==> src/rtl/multicycle_ctrl_if.sv <==
// multicycle_ctrl_if: instruction/data memory handshake bundle for the multi-cycle sequencer.
// master = sequencer side, slave = memory side.
interface multicycle_ctrl_if #(
    parameter int unsigned DATA_WIDTH = 32
);
    logic                  imem_req;
    logic                  imem_ack;
    logic [DATA_WIDTH-1:0] instr_in;
    logic                  dmem_req;
    logic                  dmem_ack;

    modport master (
        output imem_req,
        output dmem_req,
        input  imem_ack,
        input  dmem_ack,
        input  instr_in
    );

    modport slave (
        input  imem_req,
        input  dmem_req,
        output imem_ack,
        output dmem_ack,
        output instr_in
    );
endinterface

==> src/rtl/multicycle_ctrl.sv <==
// multicycle_ctrl: fetch/decode/exec/mem/wb sequencer for addi, lw and bne with sticky trap.
// Optional CTRL_PERF_EN macro adds instret/cycles performance counters.
module multicycle_ctrl #(
    parameter int unsigned DATA_WIDTH = 32,
    parameter int unsigned TIMEOUT    = 15,
    parameter int unsigned CNT_W      = 4
) (
    input  logic                  clk,
    input  logic                  rst_n,
    multicycle_ctrl_if.master     mem,
    input  logic                  eq,
    output logic [DATA_WIDTH-1:0] ir_q,
    output logic                  ImmSrc,
    output logic                  ALUsrc,
    output logic [2:0]            ALUctrl,
    output logic                  RegWrite,
    output logic                  MemToReg,
    output logic                  PCsrc,
    output logic                  pc_en,
    output logic                  trap,
    output logic [1:0]            trap_cause
`ifdef CTRL_PERF_EN
    ,
    output logic [31:0]           instret,
    output logic [31:0]           cycles
`endif
);

    localparam int unsigned OPC_W = 7;
    localparam int unsigned F3_W  = 3;

    localparam logic [OPC_W-1:0] OPC_ADDI = 7'b0010011;
    localparam logic [OPC_W-1:0] OPC_LW   = 7'b0000011;
    localparam logic [OPC_W-1:0] OPC_BNE  = 7'b1100011;
    localparam logic [F3_W-1:0]  F3_ADDI  = 3'b000;
    localparam logic [F3_W-1:0]  F3_LW    = 3'b010;
    localparam logic [F3_W-1:0]  F3_BNE   = 3'b001;

    localparam logic [CNT_W-1:0] CNT_LIMIT  = CNT_W'(TIMEOUT);
    localparam bit               TIMEOUT_EN = (TIMEOUT != 0);

    localparam logic [1:0] CAUSE_IMEM    = 2'b01;
    localparam logic [1:0] CAUSE_ILLEGAL = 2'b10;
    localparam logic [1:0] CAUSE_DMEM    = 2'b11;

    localparam logic [2:0] ALU_ADD = 3'b000;
    localparam logic [2:0] ALU_SUB = 3'b001;

    typedef enum logic [2:0] {
        S_RST_WAIT = 3'd0,
        S_FETCH    = 3'd1,
        S_DECODE   = 3'd2,
        S_EXEC     = 3'd3,
        S_MEM      = 3'd4,
        S_WB       = 3'd5,
        S_TRAP     = 3'd6
    } state_t;

    typedef enum logic [1:0] {
        OP_ADDI = 2'd0,
        OP_LW   = 2'd1,
        OP_BNE  = 2'd2,
        OP_ILL  = 2'd3
    } op_t;

    function automatic op_t classify(input logic [OPC_W-1:0] opc, input logic [F3_W-1:0] f3);
        op_t op;
        op = OP_ILL;
        if (opc == OPC_ADDI && f3 == F3_ADDI) op = OP_ADDI;
        if (opc == OPC_LW   && f3 == F3_LW)   op = OP_LW;
        if (opc == OPC_BNE  && f3 == F3_BNE)  op = OP_BNE;
        return op;
    endfunction

    state_t                state;
    state_t                nxt_state;
    logic [CNT_W-1:0]      cnt;
    logic [DATA_WIDTH-1:0] nxt_ir;
    logic [1:0]            nxt_cause;
    logic                  timeout_hit;
    op_t                   op_cur;
    op_t                   op_nxt;

    // IR loads only on an accepted fetch; decode looks ahead so outputs register with the state.
    assign nxt_ir      = (state == S_FETCH && mem.imem_ack) ? mem.instr_in : ir_q;
    assign op_cur      = classify(ir_q[6:0], ir_q[14:12]);
    assign op_nxt      = classify(nxt_ir[6:0], nxt_ir[14:12]);
    assign timeout_hit = TIMEOUT_EN && (cnt == CNT_LIMIT);

    // Branch select follows the live ALU flag during EXEC.
    assign PCsrc = (state == S_EXEC) && (op_cur == OP_BNE) && !eq;

    // Next-state selection
    always_comb begin
        nxt_state = state;
        nxt_cause = 2'b00;
        case (state)
            S_RST_WAIT: nxt_state = S_FETCH;
            S_FETCH: begin
                if (mem.imem_ack) begin
                    nxt_state = S_DECODE;
                end else if (timeout_hit) begin
                    nxt_state = S_TRAP;
                    nxt_cause = CAUSE_IMEM;
                end
            end
            S_DECODE: begin
                if (op_cur == OP_ILL) begin
                    nxt_state = S_TRAP;
                    nxt_cause = CAUSE_ILLEGAL;
                end else begin
                    nxt_state = S_EXEC;
                end
            end
            S_EXEC: begin
                case (op_cur)
                    OP_ADDI: nxt_state = S_WB;
                    OP_LW:   nxt_state = S_MEM;
                    default: nxt_state = S_FETCH;
                endcase
            end
            S_MEM: begin
                if (mem.dmem_ack) begin
                    nxt_state = S_WB;
                end else if (timeout_hit) begin
                    nxt_state = S_TRAP;
                    nxt_cause = CAUSE_DMEM;
                end
            end
            S_WB:    nxt_state = S_FETCH;
            S_TRAP:  nxt_state = S_TRAP;
            default: nxt_state = S_RST_WAIT;
        endcase
    end

    // State, IR, wait counter, trap and registered datapath controls
    always_ff @(posedge clk or negedge rst_n) begin
        if (!rst_n) begin
            state        <= S_RST_WAIT;
            ir_q         <= '0;
            cnt          <= '0;
            trap         <= 1'b0;
            trap_cause   <= 2'b00;
            mem.imem_req <= 1'b0;
            mem.dmem_req <= 1'b0;
            ImmSrc       <= 1'b1;
            ALUsrc       <= 1'b0;
            ALUctrl      <= ALU_ADD;
            RegWrite     <= 1'b0;
            MemToReg     <= 1'b0;
            pc_en        <= 1'b0;
        end else begin
            state <= nxt_state;
            ir_q  <= nxt_ir;

            // Counter stops at the limit (the state leaves), so it never wraps before comparing.
            if (nxt_state != state) begin
                cnt <= '0;
            end else if (state == S_FETCH || state == S_MEM) begin
                cnt <= cnt + CNT_W'(1);
            end

            if (nxt_state == S_TRAP && state != S_TRAP) begin
                trap       <= 1'b1;
                trap_cause <= nxt_cause;
            end

            mem.imem_req <= (nxt_state == S_FETCH);
            mem.dmem_req <= (nxt_state == S_MEM);
            RegWrite     <= (nxt_state == S_WB);
            MemToReg     <= (nxt_state == S_WB) && (op_nxt == OP_LW);
            pc_en        <= (nxt_state == S_WB) ||
                            ((nxt_state == S_EXEC) && (op_nxt == OP_BNE));
            ImmSrc       <= !((nxt_state inside {S_DECODE, S_EXEC, S_MEM, S_WB}) &&
                              (op_nxt == OP_BNE));
            ALUsrc       <= (nxt_state inside {S_EXEC, S_MEM}) &&
                            (op_nxt == OP_ADDI || op_nxt == OP_LW);
            ALUctrl      <= ((nxt_state == S_EXEC) && (op_nxt == OP_BNE)) ? ALU_SUB : ALU_ADD;
        end
    end

`ifdef CTRL_PERF_EN
    // Free-running performance counters, frozen cycle count while trapped
    always_ff @(posedge clk or negedge rst_n) begin
        if (!rst_n) begin
            cycles  <= '0;
            instret <= '0;
        end else begin
            if (state != S_TRAP) cycles <= cycles + 32'd1;
            if (pc_en)           instret <= instret + 32'd1;
        end
    end
`endif

endmodule
==> src/flat_wrapper.sv <==
// flat-port wrapper written by rule: the top's interface ports become plain ports
module multicycle_ctrl_flat 
#(
    parameter int unsigned DATA_WIDTH = 32,
    parameter int unsigned TIMEOUT    = 15,
    parameter int unsigned CNT_W      = 4
)
  (clk, rst_n, eq, ir_q, ImmSrc, ALUsrc, ALUctrl, RegWrite, MemToReg, PCsrc, pc_en, trap, trap_cause, mem_imem_req, mem_dmem_req, mem_imem_ack, mem_dmem_ack, mem_instr_in);
  multicycle_ctrl_if #(.DATA_WIDTH(DATA_WIDTH)) mem_i ();
  input  logic clk;
  input  logic rst_n;
  input  logic eq;
  output logic [DATA_WIDTH-1:0] ir_q;
  output logic ImmSrc;
  output logic ALUsrc;
  output logic [2:0] ALUctrl;
  output logic RegWrite;
  output logic MemToReg;
  output logic PCsrc;
  output logic pc_en;
  output logic trap;
  output logic [1:0] trap_cause;
  output wire logic [$bits(mem_i.imem_req)-1:0] mem_imem_req;
  output wire logic [$bits(mem_i.dmem_req)-1:0] mem_dmem_req;
  input wire logic [$bits(mem_i.imem_ack)-1:0] mem_imem_ack;
  input wire logic [$bits(mem_i.dmem_ack)-1:0] mem_dmem_ack;
  input wire logic [$bits(mem_i.instr_in)-1:0] mem_instr_in;
  assign mem_imem_req = mem_i.imem_req;
  assign mem_dmem_req = mem_i.dmem_req;
  assign mem_i.imem_ack = mem_imem_ack;
  assign mem_i.dmem_ack = mem_dmem_ack;
  assign mem_i.instr_in = mem_instr_in;
  multicycle_ctrl #(.DATA_WIDTH(DATA_WIDTH), .TIMEOUT(TIMEOUT), .CNT_W(CNT_W)) u_core (.clk(clk), .rst_n(rst_n), .mem(mem_i), .eq(eq), .ir_q(ir_q), .ImmSrc(ImmSrc), .ALUsrc(ALUsrc), .ALUctrl(ALUctrl), .RegWrite(RegWrite), .MemToReg(MemToReg), .PCsrc(PCsrc), .pc_en(pc_en), .trap(trap), .trap_cause(trap_cause));
endmodule
==> config.mk <==
export PLATFORM = sky130hd
export DESIGN_NAME = multicycle_ctrl_flat
export DESIGN_NICKNAME = d
export VERILOG_FILES = /design/src/rtl/multicycle_ctrl_if.sv /design/src/rtl/multicycle_ctrl.sv /design/src/flat_wrapper.sv
export SDC_FILE = /design/constraint.sdc
export NUM_CORES = 1
export LEC_CHECK = 0
export ABC_AREA = 1
export ABC_CLOCK_PERIOD_IN_PS = 4100
export CAP_MARGIN = 30
export CORE_MARGIN = 1
export CORE_UTILIZATION = 48
export DETAILED_ROUTE_END_ITERATION = 8
export GPL_ROUTABILITY_DRIVEN = 0
export PLACE_DENSITY = 0.85
export SYNTH_ARGS = -nofsm -noshare
export SYNTH_HDL_FRONTEND = slang
export SYNTH_SLANG_ARGS = --single-unit
==> constraint.sdc <==
create_clock -name clk -period 4.1 [get_ports clk]
set_input_delay 0.41 -clock clk [delete_from_list [all_inputs] [get_ports clk]]
set_output_delay 0.41 -clock clk [all_outputs]
set_load 0.005 [all_outputs]
==> results by stage, run 1 <==
Outcome:
- The run finished, with violations left.
- The checks that failed: DRC.

Clock network:
- The clock insertion delay at the later pin of the skew report is 300 ps.
- CTS saw 50 sinks.
- TritonCTS built the clock tree.
- The number of buffers created by CTS is 5.
- The maximum buffer depth of the clock tree is 2.
- The clock tree synthesis step divided the H-tree into 2 levels.
- The clock transition at the registers of the reported paths is 90 ps.
- Clock tree synthesis selected as its root buffer the cell clkbuf_8.
- After clock tree synthesis, the setup repair step added 0 buffers.

Detailed routing:
- For this run, design rule violations remaining after detail routing come to 4.
- The routed wire length is 5090 µm.
- The wire length per cell is 12.1 µm.
- The count of nets left with antenna violations once routing finished came out at 0.
- The number of search-and-repair iterations in the first detailed-routing pass is 8.
- After detailed routing, the met2 layer carries 2300 µm of wire.
- For this block, wires on met1 add up to 2290 µm.
- The highest layer touched by signal routing is met4.
- The count of vias placed by the detailed router is 2041.
- After detailed routing, the number of vias per cell comes to 4.86.
- The met3 wire length is 428 µm.
- The detailed router's first-iteration violation count is 167.

Yosys:
- The count of unique library cells instantiated by Yosys is 28.
- The share of synthesized area in the top cell type comes to 53.4%.
- Ranked by total cell area, the synthesized netlist is headed by dfrtp_1 53%, nand2_1 19%, inv_1 5.2%.
- The library cell occupying the most area in the post-synthesis netlist is dfrtp_1.
- The count of yosys warnings during synthesis is 0.
- Of the synthesized area, sequential elements account for 54.5%.
- The number of storage elements in the synthesis netlist is 50.
- The netlist area before placement is 2300 µm².
- The average cell area after synthesis is 8.06 µm².
- Synthesis handed over a netlist of 285 instances.

Floorplan:
- The floorplan die height is 71.2 µm.
- The area enclosed by the die boundary is 5070 µm².
- The floorplan has 24 rows.
- The initial core utilization is 51.3%.
- The area inside the core boundary is 4470 µm².
- From left edge to right edge, the die measures 71.2 µm.
- The I/O pin count is 83.

Global routing:
- The initial antenna violation count came to 0.
- Summed over all layers, the global routing overflow is 0.
- Global routing used 22.0% of the available tracks across all layers.
- Entering global routing, the biggest net connects 41 pins.
- The wire length of the first global-routing pass is 8530 µm.
- The via count of the first global-routing pass was 1910.

Timing:
- Derived from the worst setup path, the maximum achievable clock frequency is 401 MHz.
- In the final timing run, aggregate negative setup slack is 0 ps.
- For the final database, setup skew stands at 3.04 ps.
- The shortest clock period the worst path allows after layout is 2490 ps.
- After layout, the worst path uses 60.8% of the clock period.
- The worst-case setup margin in the final layout is 1610 ps.
- The tightest hold path in the finished design has a slack of 473 ps.
- Setup repair after global routing left no endpoint under its margin.
- For the pin with the worst max-slew slack, the measured transition is 771 ps.
- The worst pin sits at a relative slew slack of 48.5%.
- The count of endpoints failing hold in the final timing report came to 0.
- The max-slew violation count is 0.
- Setup violations remaining at the end of the flow were counted as 0.

Setup path:
- The slowest stage of the critical path belongs to the cell inv_1.
- The worst setup path is launched from an input port.
- Counting both buffers and inverters, the worst setup path holds a total of 3.
- For this run, the slowest stage of the critical path takes 620 ps.
- Data on the critical path arrives at its endpoint at 2730 ps.
- For the worst setup path, the data required time is 4340 ps.
- The reg-to-reg setup timing slack is 1680 ps.
- The critical path class is in2reg.
- In this run the worst path has a maximum fanout of 38.
- Traced cell by cell, the critical path runs through clkdlybuf4s50_1 > nand4_2 > buf_4 > inv_1 > nand2_1 > nand2_2 > and2_1 > nand2_1 > nor2_1 > o21ai_1 > nor2_1.
- The startpoint of the most critical register-to-register path is u_core.state[1].
- STA classifies the critical path endpoint as a register.
- Counting cells, the worst reg-to-reg path comes to 11.
- The worst register-to-register path ends at u_core.ALUsrc.
- The cell class contributing the biggest share of worst-path delay is buffers and inverters.

Place:
- Timing analysis after detailed placement gives a worst setup slack of 1320 ps.
- Port buffering added 80 buffers.
- The half-perimeter wire length after placement is 3610 µm.

Finish:
- Leaving out fill and tap cells, the most frequent cell in the layout is nand2_1.
- The antenna diode count is 0.
- At the end of the flow, the number of nets in the layout was 405.
- Once layout is complete, the utilization of the core stands at 72.5%.
- The library cells used most frequently in the layout, excluding fill and tap cells, are 115 x nand2_1, 79 x clkdlybuf4s50_1, 49 x dfrtp_1, 32 x inv_1, 28 x nor2_1.
- The synthesis-to-finish area growth is 41.3%.
- In the final layout, the share of cells above drive strength 1 is 7.07%.
- The filler cell count in the final layout is 352.

Power and ir drop:
- Summed over all cells, the static leakage comes to 1.64 nW.
- The sum of internal, switching and leakage power is 2.21 mW.
- In this run the power density over the cells is 679 nW/µm².
- The worst ir drop on vdd is 0.000373 V.

Hold path:
- The startpoint identified for the worst hold timing path is u_core.trap.
- The worst hold endpoint is u_core.trap.
- The min-delay analysis places its worst path in the category reg2reg.
- The number of cells traversed by the worst hold path is 2.

Flow run:
- The tool flagged a number of max-cap violations equal to 0.
-- logic make-up (layout without fill, tap and decap cells) --
| group | after synthesis | count (layout) | share of synthesized area [%] |
|---|---|---|---|
| buffers and inverters | 43 | 125 | 8.33 |
| adder cells (fa/ha/maj) | 1 | 1 | 0.545 |
| flip-flops | 50 | 50 | 54.5 |
| multiplexers | 1 | 1 | 0.490 |
| AO/OA/AOI/OAI | 13 | 13 | 3.59 |
| other | 1 | 2 | 0.163 |
| AND/OR/NAND/NOR | 173 | 173 | 31.2 |
| XOR/XNOR | 3 | 3 | 1.14 |
-- routing by layer --
metal,track usage [%],vias up
met4,7.11,0
met5,0,-
met3,7.98,6
li1,-,1026
met2,34.6,81
met1,28.5,928
-- through the flow --
stage | area, µm² | std cells
2_1_floorplan | 2300 | 286
3_3_place_gp | 3110 | 410
3_5_place_dp | 3130 | 411
4_1_cts | 3250 | 420
5_1_grt | 3250 | 420
6_report | 3250 | 420
-- timing repair --
item,in CTS,in global routing
resized for setup,0,0
endpoints found under the setup margin,0,0
endpoints found under the hold margin,10,0
hold buffers,1,0
-- worst min-delay path: stages (launching register included) --
cell and delay (ps):
dfrtp_1 350, inv_1 40, nand2_1 50
-- synthesized netlist by cell type --
library cell	n
nand3_1	14
a21oi_1	2
a21boi_1	1
nand2_2	2
nor2_1	28
nor3_2	1
inv_1	32
xor2_1	2
dfstp_2	1
mux2_2	1
and2_1	1
nand4_2	1
xnor2_1	1
buf_6	3
dfrtp_1	49
o21ai_2	4
nor2_2	3
o21ai_1	4
inv_2	2
clkbuf_1	4
conb_1	1
ha_1	1
nor3_1	3
nand4_1	4
o21ai_0	2
nand2_1	115
buf_4	2
nand3_2	1
-- sequential cells by signal (all words and copies together), names as in the netlist, 2 cells and up --
register	cells
u_core.cnt	4
u_core.ir_q	32
u_core.state	3
u_core.trap_cause	2
-- final cells by class --
cell class | count | area [µm²] | share of cell area, %
well taps | 52 | 65.1 | 2.00
inverters | 34 | 128 | 3.93
repair buffers | 83 | 833 | 25.7
clock inverters | 2 | 37.5 | 1.16
multi-input cells | 193 | 857 | 26.4
clock buffers | 6 | 72.6 | 2.24
flip-flops and latches | 50 | 1250 | 38.6
-- where the power goes --
part | switching, mW | leakage (nW) | internal, mW
clock | 0.165 | 0.0514 | 0.182
combinational | 0.519 | 0.971 | 0.520
sequential | 0.132 | 0.618 | 0.686
-- worst max path at each step --
stage / startpoint / to / slack [ps] / cells after the start
final: mem_imem_ack / u_core.ALUsrc / 1610 / 11
after global routing: mem_imem_ack / u_core.ALUsrc / 1370 / 11
after floorplan: u_core.state[1] / u_core.pc_en / 2620 / 11
after CTS: mem_imem_ack / u_core.ALUsrc / 1600 / 11
after detailed placement: mem_imem_ack / u_core.ALUsrc / 1320 / 11
after global placement: mem_imem_ack / u_core.ALUsrc / 1390 / 11
(Power assumes the default switching activity.)
==> run 2, diff against run 1 <==
ABC_CLOCK_PERIOD_IN_PS = 2500   (was 4100)
CORE_UTILIZATION = 44   (was 48)
PLACE_DENSITY = 0.79   (was 0.85)
clock period = 2.5 ns   (was 4.1 ns; I/O delays follow)
==> run 2 against run 1 <==
  * The run now ends clean
  * Worst hold slack improved by 1.3 ps
  * Setup slack lost 1400 ps
  * Clock power up 37%
  * Combinational power up 66%
  * Sequential power up 64%
  * Power grew 61%
  * Register-to-register slack lost 1000 ps
  * Critical path type is now reg2out
  * Largest cell class unchanged
  * Highest routed layer unchanged
==> results by stage, run 2 (same netlist as run 1, synthesis figures left out) <==
Outcome:
- The run finished with clean final reports.

Finish:
- Compared with the post-synthesis result, the final layout area differs by 41.7%.
- The flip-flop count of the largest register after layout was 32 (unchanged).
- The largest registers in the layout are u_core.ir_q: 32 flops, u_core.cnt: 4 flops, u_core.state: 3 flops.
- The most flop-heavy register is u_core.ir_q.
- The post-route core utilization was 66.7% (-5.8 points).
- The top cell types in the final layout, fill and taps aside, are 115 x nand2_1, 79 x clkdlybuf4s50_1, 49 x dfrtp_1, 32 x inv_1, 28 x nor2_1.
- The share of post-route cells with drive strength above 1 came to 7.55% (+0.48 points).
- The antenna diode count is 0 (unchanged).
- The library cell used most frequently in the layout, excluding fill and tap cells, is nand2_1.
- The number of nets in the layout came to 408 (+0.74%).

Setup path:
- The depth of the worst register-to-register path came to 8 (-3).
- The startpoint identified for the worst register-to-register timing path is u_core.state[1].
- The worst setup path is captured at an output port.
- The critical path class is reg2out.
- The endpoint identified for the worst register-to-register timing path is u_core.ALUsrc.
- The required time of the critical path is 2250 ps (-2090 ps).
- The worst path buffer plus inverter count is 2 (-1).
- The critical path data arrival time is 2000 ps (-730 ps).
- The biggest cell delay along the critical path came to 520 ps (-100 ps).
- The slowest cell on the critical path is clkdlybuf4s50_1.
- The reg-to-reg setup timing slack is 630 ps (-1050 ps).
- The kind of cell with the highest combined delay along the critical path is simple AND/OR/NAND/NOR gates.
- The largest fanout on the critical path is 4 (-89%).
- STA classifies the critical path startpoint as a register.
- Traced cell by cell, the critical path runs through inv_1 > nand2_1 > nor2_1 > nand3_1 > nor3_1 > clkdlybuf4s50_1.

Timing:
- The count of endpoints failing hold in the final timing report is 0 (unchanged).
- The largest clock skew in the final design came to 9.16 ps (+6.12 ps).
- Dividing the final minimum period by the clock period gives 89.9%.
- Setup repair after global routing left no endpoint under its margin.
- The shortest clock period the worst path allows after layout is 2250 ps.
- The max-slew violation count is 0 (unchanged).
- Timing would allow up to 445 MHz.
- The final-report setup violation count is 0 (unchanged).
- The total negative setup slack is 0 ps (unchanged).

Clock network:
- The clock insertion delay at the later pin of the skew report is 290 ps (about the same).
- The number of buffers created by CTS is 5 (unchanged).
- The maximum buffer depth of the clock tree is 2 (unchanged).
- The CTS sink count was 50 (unchanged).
- The clock tree from TritonCTS is built.
- The post-CTS setup buffer count is 0 (unchanged).
- The tree is rooted in a clkbuf_8.
- The number of H-tree levels came to 2 (unchanged).
- The clock transition at the registers of the reported paths is 90 ps (about the same).

Power and ir drop:
- The cell-internal power is 2.22 mW (+60%).
- The switching part of the total power is 37.6% (+0.57 points).
- The net switching power came to 1.34 mW (+64%).
- The leakage power came to 1.64 nW (+0.24%).
- The combinational power share is 48.7% (+1.6 points).
- The worst ir drop on vdd is 0.000522 V (+40%).
- The part of the power in registers is 37.8% (+0.7 points).
- The part of the power in the clock network came to 13.4% (-2.3 points).
- The areal power density over the cells is 1090 nW/µm² (+61%).

Hold path:
- The class of the tightest hold or removal check is in2async.

Global routing:
- The global routing met3 resource utilization is 6.64% (-1.3 points).
- The pin count of the biggest net entering global routing was 28 (-32%).
- The met2 demand-to-capacity share in global routing is 32.0% (-2.6 points).
- The leftover overflow at the end of global routing was 0 (unchanged).
- The wire length of the first global-routing pass is 8740 µm (+2.4%).
- The met1 routing resource usage after global routing was 29.9% (+1.4 points).
- The via count of the first global-routing pass is 1932 (+1.2%).
- The most used routing layer is met2.
- The total global routing track utilization is 21.1% (-0.96 points).
- The initial antenna violation count was 0 (unchanged).

Floorplan:
- The standard-cell row count is 25 (+4.2%).
- The width of the die was 74.3 µm (+4.3%).
- The I/O pin count is 83 (unchanged).
- The area enclosed by the die boundary came to 5510 µm² (+8.8%).
- The area inside the core boundary is 4880 µm² (+9.1%).
- The initial core utilization is 47.1% (-4.3 points).
- The floorplan die height is 74.3 µm (+4.3%).

Place:
- The half-perimeter wire length after placement is 3840 µm (+6.2%).
- The number of I/O port buffers is 80 (unchanged).

Detailed routing:
- The number of vias per cell after detailed routing is 4.55 (-6.4%).
- The number of DRC violations after detailed routing is 0 (-4).
- The wire length per cell is 11.8 µm (-2.4%).
- The detailed router's first-iteration violation count is 166 (-0.60%).
- The routed wire length came to 5180 µm (+1.8%).
- The count of vias placed by the detailed router was 1992 (-2.4%).
- The number of search-and-repair iterations in the first detailed-routing pass is 6 (-2).
- The number of nets still failing antenna checks after routing is 0 (unchanged).

Flow run:
- The max-capacitance violation count is 0 (unchanged).
==> run 2: changes by cell type in the layout (fill, tap and decap cells not counted) <==
cell,previous run,this run
clkbuf_1,1,2
buf_4,1,5
clkinvlp_4,1,0
buf_12,1,0
clkbuf_8,5,6
bufinv_16,1,0
==> run 2: power by group through the flow <==
| stage | clock [mW] | sequential (mW) | combinational, mW |
|---|---|---|---|
| after floorplan | 0 | 1.35 | 0.895 |
| after global placement | 0 | 1.35 | 1.69 |
| after detailed placement | 0 | 1.34 | 1.73 |
| after CTS | 0.484 | 1.34 | 1.74 |
| after global routing | 0.534 | 1.39 | 1.95 |
| final | 0.477 | 1.34 | 1.73 |
==> run 2: area by class of cell <==
cell class / instances / area, µm²
Tap cell: 67 / 83.8
Timing Repair Buffer: 86 / 843
Sequential cell: 50 / 1250
Multi-Input combinational cell: 193 / 857
Inverter: 34 / 128
Fill cell: 428 / 1630
Clock buffer: 8 / 90.1
==> run 2: how the worst max path moves through the flow <==
stage / startpoint / end / cells after the start
CTS: u_core.ir_q[2] / PCsrc / 6
finish: u_core.ir_q[2] / PCsrc / 6
detailed placement: mem_imem_ack / u_core.ALUsrc / 8
global route: u_core.ir_q[2] / PCsrc / 6
global placement: mem_imem_ack / u_core.ALUsrc / 8
floorplan: u_core.state[1] / u_core.pc_en / 11
==> run 2: per-stage QoR <==
step / area, µm² / hold WS [ps] / worst slack (ps) / total power [mW] / std cells
floorplan: 2300 / -45.6 / 1020 / 2.24 / 286
global placement: 3150 / 265 / 516 / 3.04 / 429
detailed placement: 3150 / 262 / 442 / 3.07 / 429
CTS: 3250 / 482 / 239 / 3.57 / 438
global route: 3250 / 479 / 111 / 3.87 / 438
finish: 3250 / 474 / 252 / 3.55 / 438
==> run 2: layer usage <==
layer	part of all wire, %	up-vias	wire (µm)
met1	46	896	2380
li1	-	1023	-
met2	46	71	2370
met5	0	-	0
met4	0.48	0	25
met3	7.8	2	403
==> run 2: worst min-delay path: stages <==
cell           delay (ps)
dlygate4sd3_1         520
buf_2                 110
buf_4                 280
==> run 2: repair_timing <==
action                    in CTS  in global routing
hold endpoints to repair      49                  0
hold buffers                   1                  0
resized for setup              0                  0
==> run 3, diff against run 2 <==
CORE_MARGIN = default   (was 1)
==> results of run 3 <==
Final layout, timing and power as in run 2 (identical DEF).
